File: config.mk
export PLATFORM = sky130hd
export DESIGN_NAME = vga_timing_gen
export DESIGN_NICKNAME = d
export VERILOG_FILES = /design/src/rtl/vga_timing_pkg.sv /design/src/rtl/vga_sync_delay.sv /design/src/rtl/vga_timing_gen.sv
export SDC_FILE = /design/constraint.sdc
export NUM_CORES = 1
export LEC_CHECK = 0
export ABC_AREA = 1
export CELL_PAD_IN_SITES_DETAIL_PLACEMENT = 1
export CELL_PAD_IN_SITES_GLOBAL_PLACEMENT = 2
export CORE_ASPECT_RATIO = 1.4
export CORE_MARGIN = 10
export CORE_UTILIZATION = 29
export DETAILED_ROUTE_END_ITERATION = 8
export PLACE_DENSITY = 0.78
export SLEW_MARGIN = 30
export SYNTH_ARGS = -nofsm -noshare
export SYNTH_HDL_FRONTEND = slang
export SYNTH_SLANG_ARGS = --single-unit
File: constraint.sdc
create_clock -name vga_clk -period 1.5 [get_ports vga_clk]
set_clock_uncertainty 0.05 [all_clocks]
set_input_delay 0.3 -clock vga_clk [delete_from_list [all_inputs] [get_ports vga_clk]]
set_output_delay 0.3 -clock vga_clk [all_outputs]
set_load 0.02 [all_outputs]
File: src/rtl/vga_timing_pkg.sv
// VGA timing package: default mode constants and helpers that derive
// line/frame totals and sync window bounds from porch parameters.
package vga_timing_pkg;

    localparam int unsigned CNT_W = 10;

    localparam int unsigned DEF_H_VISIBLE = 640;
    localparam int unsigned DEF_H_FRONT   = 16;
    localparam int unsigned DEF_H_SYNC    = 96;
    localparam int unsigned DEF_H_BACK    = 48;
    localparam int unsigned DEF_V_VISIBLE = 480;
    localparam int unsigned DEF_V_FRONT   = 10;
    localparam int unsigned DEF_V_SYNC    = 2;
    localparam int unsigned DEF_V_BACK    = 33;

    // Bundle order is {hs, vs, blank}; idle = both syncs inactive, not visible.
    localparam logic [2:0] SYNC_IDLE = 3'b110;

    function automatic int unsigned total(
        input int unsigned vis,
        input int unsigned front,
        input int unsigned sync,
        input int unsigned back
    );
        return vis + front + sync + back;
    endfunction

    function automatic int unsigned sync_lo(
        input int unsigned vis,
        input int unsigned front
    );
        return vis + front;
    endfunction

    function automatic int unsigned sync_hi(
        input int unsigned vis,
        input int unsigned front,
        input int unsigned sync
    );
        return vis + front + sync;
    endfunction

endpackage

File: src/rtl/vga_sync_delay.sv
// Shift register that delays the {hs, vs, blank} bundle by DEPTH cycles;
// every stage resets to the idle pattern.
module vga_sync_delay
    import vga_timing_pkg::*;
#(
    parameter int unsigned DEPTH = 1
) (
    input  logic       i_clk,
    input  logic       i_rst_n,
    input  logic [2:0] i_sync,
    output logic [2:0] o_sync
);

    generate
        if (DEPTH == 0) begin : g_bypass
            // No register stage, so reset has to mask the decode directly.
            assign o_sync = i_rst_n ? i_sync : SYNC_IDLE;
        end else begin : g_pipe
            logic [2:0] r_pipe [DEPTH];

            always_ff @(posedge i_clk or negedge i_rst_n) begin
                if (!i_rst_n) begin
                    for (int i = 0; i < DEPTH; i++) begin
                        r_pipe[i] <= SYNC_IDLE;
                    end
                end else begin
                    r_pipe[0] <= i_sync;
                    for (int i = 1; i < DEPTH; i++) begin
                        r_pipe[i] <= r_pipe[i-1];
                    end
                end
            end

            assign o_sync = r_pipe[DEPTH-1];
        end
    endgenerate

endmodule

File: src/rtl/vga_timing_gen.sv
// VGA raster timing generator: pixel/line counters, sync and blank decode,
// frame-start pulse and completed-frame counter.
module vga_timing_gen
    import vga_timing_pkg::*;
#(
    parameter int unsigned H_VISIBLE  = DEF_H_VISIBLE,
    parameter int unsigned H_FRONT    = DEF_H_FRONT,
    parameter int unsigned H_SYNC     = DEF_H_SYNC,
    parameter int unsigned H_BACK     = DEF_H_BACK,
    parameter int unsigned V_VISIBLE  = DEF_V_VISIBLE,
    parameter int unsigned V_FRONT    = DEF_V_FRONT,
    parameter int unsigned V_SYNC     = DEF_V_SYNC,
    parameter int unsigned V_BACK     = DEF_V_BACK,
    parameter int unsigned SYNC_DELAY = 1
) (
    input  logic       vga_clk,
    input  logic       reset_n,
    output logic [9:0] DrawX,
    output logic [9:0] DrawY,
    output logic       hs,
    output logic       vs,
    output logic       blank,
    output logic       frame_start,
    output logic [7:0] frame_count
);

    localparam int unsigned H_TOTAL = total(H_VISIBLE, H_FRONT, H_SYNC, H_BACK);
    localparam int unsigned V_TOTAL = total(V_VISIBLE, V_FRONT, V_SYNC, V_BACK);

    localparam logic [9:0] H_LAST = 10'(H_TOTAL - 1);
    localparam logic [9:0] V_LAST = 10'(V_TOTAL - 1);
    localparam logic [9:0] H_VIS  = 10'(H_VISIBLE);
    localparam logic [9:0] V_VIS  = 10'(V_VISIBLE);
    localparam logic [9:0] HS_LO  = 10'(sync_lo(H_VISIBLE, H_FRONT));
    localparam logic [9:0] HS_HI  = 10'(sync_hi(H_VISIBLE, H_FRONT, H_SYNC));
    localparam logic [9:0] VS_LO  = 10'(sync_lo(V_VISIBLE, V_FRONT));
    localparam logic [9:0] VS_HI  = 10'(sync_hi(V_VISIBLE, V_FRONT, V_SYNC));

    logic [9:0] r_x;
    logic [9:0] r_y;
    logic       r_fs;
    logic [7:0] r_fc;

    logic       w_x_wrap;
    logic       w_y_wrap;
    logic       w_frame_wrap;
    logic       w_hs;
    logic       w_vs;
    logic       w_blank;
    logic [2:0] w_sync_q;

    assign w_x_wrap     = (r_x == H_LAST);
    assign w_y_wrap     = (r_y == V_LAST);
    assign w_frame_wrap = w_x_wrap && w_y_wrap;

    always_ff @(posedge vga_clk or negedge reset_n) begin
        if (!reset_n) begin
            r_x  <= '0;
            r_y  <= '0;
            r_fs <= 1'b0;
            r_fc <= '0;
        end else begin
            r_x  <= w_x_wrap ? 10'd0 : r_x + 10'd1;
            r_fs <= w_frame_wrap;
            if (w_x_wrap) begin
                r_y <= w_y_wrap ? 10'd0 : r_y + 10'd1;
            end
            // Count lands together with the pulse, so both show the new frame.
            if (w_frame_wrap) begin
                r_fc <= r_fc + 8'd1;
            end
        end
    end

    assign w_hs    = !((r_x >= HS_LO) && (r_x < HS_HI));
    assign w_vs    = !((r_y >= VS_LO) && (r_y < VS_HI));
    assign w_blank = (r_x < H_VIS) && (r_y < V_VIS);

    vga_sync_delay #(
        .DEPTH (SYNC_DELAY)
    ) u_sync_delay (
        .i_clk   (vga_clk),
        .i_rst_n (reset_n),
        .i_sync  ({w_hs, w_vs, w_blank}),
        .o_sync  (w_sync_q)
    );

    assign {hs, vs, blank} = w_sync_q;
    assign DrawX       = r_x;
    assign DrawY       = r_y;
    assign frame_start = r_fs;
    assign frame_count = r_fc;

endmodule

Word-level counts from Yosys, hierarchy flattened
Cells that the tools add are included.
Widths: inputs -> output; s select.
Storage, ports and cells
  register bits after elaboration: 32
  bits of input ports: 2
  output and inout port bits: 32
  word-level logic and storage cells: 24
Cells by class
  add/subtract/negate cells: 3
  magnitude comparators: 6
  equality and inequality tests: 2
  mux-type cells: 2
  reductions and logical operators: 6
Operator list (count)
  $add 10x1->10 const B: 2
  $eq 10x10->1 const B: 2
  $lt 10x10->1 const B: 2
  $lt 10x9->1 const B: 2
  $mux 10: 2
  $ge 10x10->1 const B: 1
  $ge 10x9->1 const B: 1
  $add 8x1->8 const B: 1
  $logic_and 1x1->1: 4
  $logic_not 1->1: 2

Longest topological paths before layout
Gate-level depths: netlist of the first run.
  depth after elaboration: 3
  gate-level depth with buffers: 9
  gate-level depth less buffers: 9

Hierarchy
A second synthesis of the first run with hierarchy kept.
Unflattened totals
  cell total of the unflattened synthesis: 222
  area, all modules: 1843.0 um^2
Modules (own cells, without submodules)
  vga_timing_gen: times used 1, cells each 219, area each 1765.4 um^2, seq. area each 725.7 um^2
  vga_sync_delay: times used 1, cells each 3, area each 77.6 um^2, seq. area each 77.6 um^2

Worst setup path before layout of the first run
Ideal clock, no wire load.
  kind: register to register
  start point: reg r_x[1] (netlist: DrawX[1])
  end point: reg r_fc[3] (netlist: frame_count[3])
  setup time: 127 ps
  arrival: 1366 ps
  data required time: 1323 ps
  slack: -43 ps
  stages on the path, launching flop included: 7
  path buffers: 0
  period minus slack after synthesis: 1543 ps
  cell sequence: dfrtp_1 ha_1 nand2_1 nor2_4 nand4_4 nor2_4 o21ai_0
On the way
  longest elaborated chain between the ends: 2
Ends and longest elaborated chain
  start: declaration: line vga_timing_gen.sv:39  | logic [9:0] r_x;
  start signal: assignment: line vga_timing_gen.sv:63  | r_x <= w_x_wrap ? 10'd0 : r_x + 10'd1;
  $eq 10x10->1: line vga_timing_gen.sv:52  | assign w_x_wrap = (r_x == H_LAST);
  $logic_and 1x1->1: line vga_timing_gen.sv:54  | assign w_frame_wrap = w_x_wrap && w_y_wrap;
  end signal: assignment: line vga_timing_gen.sv:70  | r_fc <= r_fc + 8'd1;
  end: declaration: line vga_timing_gen.sv:42  | logic [7:0] r_fc;
Every way passes these cells.
A chain may end at the register's enable or synchronous reset.

Worst setup path after layout of the first run
  start point: reg r_x[2] (netlist: DrawX[2])
  end point: out DrawX[2]
RTL lines
  end: declaration: line vga_timing_gen.sv:18  | output logic [9:0] DrawX,
No word-level cell between the ends.

==> impl_metrics.sql, run 1 <==
INSERT INTO impl_metrics (metric_group, metric, value, unit) VALUES
('critical_path', 'cp_num_buf_inv', '1', ''),
('power_and_ir_drop', 'power_density', '592', 'nW/um^2'),
('floorplan', 'die_area', '9660', 'um^2'),
('layout', 'layout_commonest_cell', 'sky130_fd_sc_hd__nand2_1', ''),
('placement', 'post-dp-hpwl', '3910', 'um'),
('critical_path', 'path_class', 'reg -> out', ''),
('layout', 'post-route-cell-area', '2540', 'um^2'),
('critical_path', 'timing.critical_path.slowest_cell_delay', '0.45', 'ns'),
('clock_network', 'cts_sinks', '32', ''),
('sta', 'layout_setup_ws', '0.0512', 'ns'),
('global_route', 'grtUsageTotal', '11.0', '%'),
('layout', 'fin_nets', '303', ''),
('placement', 'gp_congestion', '0.752', ''),
('placement', 'port-buffer-count', '33', ''),
('sta', 'rsz0062_at_grt', 'true', ''),
('clock_network', 'tritoncts.num_buffers', '5', ''),
('clock_network', 'cts_root_buffer', 'sky130_fd_sc_hd__clkbuf_8', ''),
('synth', 'synth_sequential_area_ratio', '45.4', '%'),
('layout', 'antennaDiodeCount', '0', ''),
('layout', 'flow.area_growth_from_synthesis', '43.7', '%'),
('synth', 'post_synthesis_instance_total', '228', ''),
('sta', 'slew_headroom', '83.3', '%'),
('critical_path', 'worst_setup_path_start_kind', 'flip-flop', ''),
('clock_network', 'clock_tree.htree_level_count', '2', ''),
('synth', 'synth.cell_area', '1770', 'um^2'),
('detailed_routing', 'tritonroute_pass_1_iters', '4', ''),
('critical_path', 'cp_data_arrival_time', '1.10', 'ns'),
('detailed_routing', 'antenna_violating_nets_post_route', '0', ''),
('flow_run', 'cap_viol_max_count', '0', ''),
('global_route', 'grt_first_pass_wirelength', '8630', 'um'),
('critical_path', 'critical_path.cell_chain', 'dlygate4sd2_1', ''),
('floorplan', 'start_util', '29.9', '%'),
('placement', 'dpl-instance-area', '2360', 'um^2'),
('critical_path', 'critical_path.top_delay_family', 'flip-flops', ''),
('synth', 'synth_area_per_cell', '7.75', 'um^2'),
('global_route', 'grt_max_degree', '33', ''),
('power_and_ir_drop', 'power.ir.vdd_worst', '0.296', 'mV'),
('layout', 'layout-drive-gt1-share', '24.1', '%'),
('critical_path', 'crit_path_max_fanout', '5', ''),
('sta', 'final.period_utilization', '96.6', '%'),
('synth', 'ys_seq_elements', '32', ''),
('clock_network', 'cts.clk_slew.worst_paths', '0.07', 'ns'),
('clock_network', 'cts_tree', 'yes', ''),
('sta', 'fmax', '690', 'MHz'),
('sta', 'drv_slew', '0', ''),
('status', 'outcome', 'complete, no violations', ''),
('placement', 'dp_worst_setup_slack', '-0.0456', 'ns'),
('floorplan', 'floorplan.core_area', '5900', 'um^2'),
('detailed_routing', 'detailedRoute.firstIterationViolations', '27', ''),
('layout', 'mostFrequentLayoutCells', 'sky130_fd_sc_hd__nand2_1 (62), sky130_fd_sc_hd__inv_1 (31), sky130_fd_sc_hd__dlygate4sd2_1 (27), sky130_fd_sc_hd__dfrtp_1 (26), sky130_fd_sc_hd__buf_4 (24)', ''),
('global_route', 'vias_in_the_first_global_route', '1808', ''),
('critical_path', 'setup.worst_path.end_class', 'primary output', ''),
('detailed_routing', 'drc_errors', '0', ''),
('detailed_routing', 'routed_wire_length_per_instance', '14.0', 'um'),
('floorplan', 'design.portCount', '34', ''),
('critical_path', 'crit_required', '1.15', 'ns'),
('clock_network', 'number_of_buffers_added_to_fix_hold_violations_after_cts', '0', ''),
('global_route', 'gr-total-overflow', '0', ''),
('detailed_routing', 'routed_wirelength', '5090', 'um'),
('clock_network', 'clock_latency', '0.28', 'ns'),
('floorplan', 'row_count', '33', ''),
('sta', 'worst-slew-pin-transition', '0.250', 'ns'),
('detailed_routing', 'via_count', '1699', ''),
('detailed_routing', 'avgViaCountPerCell', '4.65', ''),
('clock_network', 'clock_tree.buffer_depth', '2', ''),
('sta', 'timing_hold_violations_final', '0', ''),
('synth', 'synthesis.nets', '236', ''),
('floorplan', 'height_of_the_die', '112', 'um'),
('sta', 'period_minus_slack', '1.45', 'ns'),
('synth', 'yosys.cell_types.count', '25', ''),
('floorplan', 'die_width', '86.0', 'um'),
('synth', 'yosysWarningCount', '0', ''),
('global_route', 'initial_antenna_violation_count', '0', ''),
('sta', 'timing.final.setup_violations', '0', ''),
('hold_path', 'holdCritPathClass', 'in -> async', ''),
('power_and_ir_drop', 'p_leak', '0.00143', 'uW'),
('critical_path', 'critical-path-slowest-cell', 'sky130_fd_sc_hd__dfrtp_1', '');
==> per-layer routing <==
metal  vias to the layer above  track usage (%)  routed length, um
met4                         0             4.30                 72
met5                         -                0                  0
li1                        845                -                  -
met3                         5             3.33                221
met2                        25             19.6               2800
met1                       824             11.5               2000
==> registers in the layout, indices dropped and copies added (netlist names) <==
name,count
frame_start,1
DrawY,10
DrawX,10
u_sync_delay.o_sync,3
frame_count,8
==> metrics by stage <==
| stage | cells | util, % | hold WS, ns | power, uW | setup TNS, ns |
|---|---|---|---|---|---|
| after floorplan | 228 | - | -0.0456 | 879 | 0 |
| final | 365 | 43.0 | 0.334 | 1510 | 0 |
| after detailed placement | 351 | 40.0 | 0.484 | 907 | -0.0929 |
| after CTS | 360 | 41.4 | 0.337 | 1540 | 0 |
| after global placement | 351 | 40.0 | 0.467 | 907 | -0.0718 |
| after global routing | 365 | 43.0 | 0.357 | 1570 | -0.234 |
==> power by group <==
| part | switching (uW) | total [uW] | internal, uW |
|---|---|---|---|
| sequential | 0 | 863 | 863 |
| clock | 298 | 617 | 319 |
| combinational | 18.0 | 25.7 | 7.66 |
| total | 316 | 1510 | 1190 |
==> Yosys cell counts <==
| library cell | count | share of area (%) |
|---|---|---|
| sky130_fd_sc_hd__o211ai_1 | 1 | 0.42 |
| sky130_fd_sc_hd__nor2_1 | 27 | 5.7 |
| sky130_fd_sc_hd__o31ai_1 | 1 | 0.42 |
| sky130_fd_sc_hd__o21ai_1 | 1 | 0.28 |
| sky130_fd_sc_hd__dfrtp_1 | 30 | 42 |
| sky130_fd_sc_hd__buf_6 | 1 | 0.64 |
| sky130_fd_sc_hd__nor4_1 | 1 | 0.35 |
| sky130_fd_sc_hd__nand3_1 | 14 | 4.0 |
| sky130_fd_sc_hd__inv_1 | 34 | 7.2 |
| sky130_fd_sc_hd__dfstp_2 | 2 | 3.0 |
| sky130_fd_sc_hd__nor2_2 | 3 | 1.1 |
| sky130_fd_sc_hd__nand4_4 | 1 | 1.2 |
| sky130_fd_sc_hd__nand4_1 | 8 | 2.8 |
| sky130_fd_sc_hd__a21oi_1 | 1 | 0.28 |
| sky130_fd_sc_hd__ha_1 | 6 | 4.2 |
| sky130_fd_sc_hd__inv_2 | 3 | 0.64 |
| sky130_fd_sc_hd__nand2_2 | 2 | 0.71 |
| sky130_fd_sc_hd__o21bai_1 | 2 | 0.85 |
| sky130_fd_sc_hd__xnor2_1 | 3 | 1.5 |
| sky130_fd_sc_hd__nand2_1 | 67 | 14 |
| sky130_fd_sc_hd__xor2_1 | 7 | 3.5 |
| sky130_fd_sc_hd__nor3_1 | 1 | 0.28 |
| sky130_fd_sc_hd__a31oi_1 | 2 | 0.71 |
| sky130_fd_sc_hd__o21ai_0 | 8 | 2.3 |
| sky130_fd_sc_hd__nor2_4 | 2 | 1.3 |
==> final timing paths <==
| check | cells past startpoint | from | end | slack [ns] |
|---|---|---|---|---|
| hold reg to reg | 2 | frame_count[7] | frame_count[7] | 0.50 |
| setup / recovery | 1 | DrawX[2] | DrawX[2] | 0.05 |
| hold / removal | 2 | reset_n | u_sync_delay.o_sync[0] | 0.33 |
| min in group vga_clk | 2 | frame_count[7] | frame_count[7] | 0.50 |
| max in group asynchronous | 2 | reset_n | u_sync_delay.o_sync[2] | 0.82 |
| setup reg to reg | 8 | DrawX[1] | DrawY[0] | 0.08 |
==> logic make-up (layout without fill, tap and decap cells) <==
| group | after synthesis | after routing | share of synthesized area (%) |
|---|---|---|---|
| simple gates | 126 | 127 | 31.6 |
| buf+inv | 38 | 104 | 8.49 |
| flops | 32 | 32 | 45.4 |
| compound gates | 16 | 16 | 5.24 |
| xor+xnor | 10 | 10 | 4.95 |
| fa+ha+maj | 6 | 6 | 4.25 |
==> area by class of cell <==
cell class	count	area (um^2)
Multi-Input combinational cell	159	912
Sequential cell	32	808
Inverter	37	144
Clock buffer	7	76.3
Timing Repair Buffer	60	513
Fill cell	745	3360
Tap cell	70	87.6
==> timing repair <==
item	CTS	global route
pin swaps	2	10
cloned	1	0
setup endpoints to repair	44	23
hold endpoints to repair	0	0
buffers inserted	1	5
gates resized for setup	41	34
(Power assumes the default switching activity.)
==> run 2: changes to the inputs <==
Settings changed: CORE_UTILIZATION 29 to 26, PLACE_DENSITY 0.78 to 0.74.
Clock period 1.5 ns to 1.2 ns, I/O delays scaled along.
==> run 2 against run 1 <==
Final cell count rose by 16%. Hold slack got worse by 0.067 ns. The run now ends with negative setup slack left. Combinational power grew 26%. Count of clock-buffer cells in the layout shrank 1. Global-route usage up 0.68 points. Highest routed layer unchanged.
==> impl_metrics.sql, run 2 (synthesized netlist as in run 1, its figures left out) <==
INSERT INTO impl_metrics (metric_group, metric, value, unit) VALUES
('clock_network', 'clock_latency', '0.29', 'ns'),
('floorplan', 'die_width', '89.7', 'um'),
('critical_path', 'critical_path.top_delay_family', 'buffers and inverters', ''),
('layout', 'fin_nets', '340', ''),
('layout', 'layout_commonest_cell', 'sky130_fd_sc_hd__nand2_1', ''),
('sta', 'drv_slew', '0', ''),
('clock_network', 'cts.clk_slew.worst_paths', '0.08', 'ns'),
('power_and_ir_drop', 'p_leak', '0.00156', 'uW'),
('critical_path', 'crit_required', '1.36', 'ns'),
('critical_path', 'path_class', 'reg -> reg', ''),
('critical_path', 'timing.critical_path.slowest_cell_delay', '0.41', 'ns'),
('global_route', 'use_met3', '2.77', '%'),
('status', 'violated_checks', 'negative setup slack', ''),
('layout', 'layout-drive-gt1-share', '47.4', '%'),
('status', 'outcome', 'finished, violations left', ''),
('layout', 'mostFrequentLayoutCells', 'sky130_fd_sc_hd__nand2_1 (59), sky130_fd_sc_hd__buf_4 (58), sky130_fd_sc_hd__inv_1 (28), sky130_fd_sc_hd__nor2_1 (20), sky130_fd_sc_hd__dfrtp_1 (19)', ''),
('global_route', 'use_met1', '12.3', '%'),
('detailed_routing', 'tritonroute_pass_1_iters', '4', ''),
('floorplan', 'height_of_the_die', '118', 'um'),
('critical_path', 'critical_path.cell_chain', 'inv_2, buf_4, buf_4, buf_4, buf_4, buf_4, buf_4, o21ai_1', ''),
('layout', 'flow.area_growth_from_synthesis', '63.5', '%'),
('sta', 'worst-slew-pin-transition', '0.299', 'ns'),
('critical_path', 'worst_setup_path_startpoint', 'DrawY[1]', ''),
('floorplan', 'die_area', '10500', 'um^2'),
('detailed_routing', 'routed_wire_length_per_instance', '13.6', 'um'),
('critical_path', 'critical-path-slowest-cell', 'sky130_fd_sc_hd__dfrtp_2', ''),
('clock_network', 'cts_tree', 'yes', ''),
('global_route', 'vias_in_the_first_global_route', '2052', ''),
('clock_network', 'clock_tree.buffer_depth', '2', ''),
('detailed_routing', 'avgViaCountPerCell', '4.33', ''),
('sta', 'final.period_utilization', '120', '%'),
('sta', 'rsz0062_at_grt', 'true', ''),
('global_route', 'grt_first_pass_wirelength', '9740', 'um'),
('critical_path', 'cp_num_buf_inv', '7', ''),
('critical_path', 'setup.worst_path.end_class', 'flip-flop', ''),
('floorplan', 'start_util', '26.7', '%'),
('layout', 'stdcell_count', '425', ''),
('sta', 'timing_hold_violations_final', '0', ''),
('power_and_ir_drop', 'overall_power_after_layout', '2000', 'uW'),
('clock_network', 'cts_sinks', '32', ''),
('detailed_routing', 'routed_wirelength', '5770', 'um'),
('detailed_routing', 'drc_errors', '0', ''),
('placement', 'gp_congestion', '0.784', ''),
('hold_path', 'holdCritPathClass', 'in -> async', ''),
('critical_path', 'worst-path-stages', '8', ''),
('clock_network', 'cts_root_buffer', 'sky130_fd_sc_hd__clkbuf_8', ''),
('clock_network', 'number_of_buffers_added_to_fix_hold_violations_after_cts', '0', ''),
('detailed_routing', 'detailedRoute.firstIterationViolations', '61', ''),
('global_route', 'use_met2', '21.3', '%'),
('power_and_ir_drop', 'power.ir.vdd_worst', '0.415', 'mV'),
('placement', 'port-buffer-count', '33', ''),
('placement', 'post-dp-hpwl', '4330', 'um'),
('critical_path', 'worst_setup_path_start_kind', 'flip-flop', ''),
('clock_network', 'tritoncts.num_buffers', '5', ''),
('sta', 'layout_setup_ws', '-0.244', 'ns'),
('critical_path', 'crit_path_max_fanout', '4', ''),
('placement', 'place.detailed.instances', '401', ''),
('clock_network', 'clock_tree.htree_level_count', '2', ''),
('critical_path', 'cp_data_arrival_time', '1.60', 'ns'),
('global_route', 'initial_antenna_violation_count', '0', ''),
('critical_path', 'cp_common_cell', 'sky130_fd_sc_hd__buf_4', ''),
('floorplan', 'floorplan.core_area', '6610', 'um^2'),
('global_route', 'top_usage_layer', 'met2', ''),
('detailed_routing', 'via_count', '1840', ''),
('critical_path', 'reg2reg_launch_point', 'DrawY[1]', ''),
('sta', 'setup_total_negative_slack', '-4.99', 'ns'),
('critical_path', 'reg2reg_slack', '-0.24', 'ns'),
('layout', 'num-fill-cells', '799', ''),
('power_and_ir_drop', 'power_density', '693', 'nW/um^2'),
('sta', 'period_minus_slack', '1.44', 'ns'),
('critical_path', 'r2r-end', 'DrawY[1]', ''),
('sta', 'fmax', '693', 'MHz'),
('sta', 'slew_headroom', '80.0', '%'),
('flow_run', 'cap_viol_max_count', '0', ''),
('sta', 'timing.final.setup_violations', '33', ''),
('global_route', 'grtUsageTotal', '11.6', '%'),
('floorplan', 'design.portCount', '34', ''),
('critical_path', 'reg2reg_depth', '8', ''),
('global_route', 'grt_max_degree', '33', ''),
('floorplan', 'row_count', '35', ''),
('layout', 'antennaDiodeCount', '0', ''),
('global_route', 'gr-total-overflow', '0', ''),
('detailed_routing', 'antenna_violating_nets_post_route', '0', '');
## run 2: layer usage
| metal | part of all wire [%] | up-vias |
|---|---|---|
| li1 | - | 920 |
| met1 | 38 | 890 |
| met2 | 56 | 25 |
| met3 | 3.9 | 5 |
| met4 | 1.5 | 0 |
| met5 | 0 | - |
## run 2: through the flow
| stage | utilization [%] | hold slack (ns) | setup slack (ns) | area, um^2 |
|---|---|---|---|---|
| final | 43.7 | 0.267 | -0.244 | 2890 |
| after floorplan | - | -0.106 | -0.212 | 1810 |
| after CTS | 42.6 | 0.271 | -0.229 | 2820 |
| after global routing | 43.7 | 0.281 | -0.329 | 2890 |
| after detailed placement | 39.9 | 0.486 | -0.211 | 2640 |
| after global placement | 39.9 | 0.480 | -0.188 | 2640 |
## run 2: worst register-to-register path: cells and delay by family, from the launching register on
kind,cells,cell delay [ns]
AOI/OAI and AO/OA,1,0.12
buffers and inverters,7,0.80
DFF,1,0.41
## run 2: where the power goes
part	internal [uW]	switching (uW)	total, uW	leakage [uW]
combinational	9.57	22.8	32.4	0.00111
clock	458	435	893	0.0000510
sequential	1080	0	1080	0.000406
## run 2: final cells by class
cell class	instances	area (um^2)	share of cell area (%)
Tap cell	92	115	3.98
Sequential cell	32	817	28.3
Multi-Input combinational cell	159	948	32.8
Inverter	37	139	4.81
Clock buffer	6	82.6	2.86
Clock inverter	2	10.0	0.346
Timing Repair Buffer	97	778	26.9
## run 2: how the worst max path moves through the flow
stage                                 to  slack (ns)
after floorplan           frame_count[3]       -0.21
after global placement    frame_count[3]       -0.19
after detailed placement  frame_count[3]       -0.21
after CTS                       DrawY[4]       -0.23
after global routing            DrawY[0]       -0.33
final                           DrawY[1]       -0.24
## run 2: what timing repair did
action,CTS,global route
gates cloned,1,0
pin swaps,12,11
buffers inserted,12,4
gates resized for setup,164,28
setup endpoints to repair,60,46
endpoints found under the hold margin,0,0
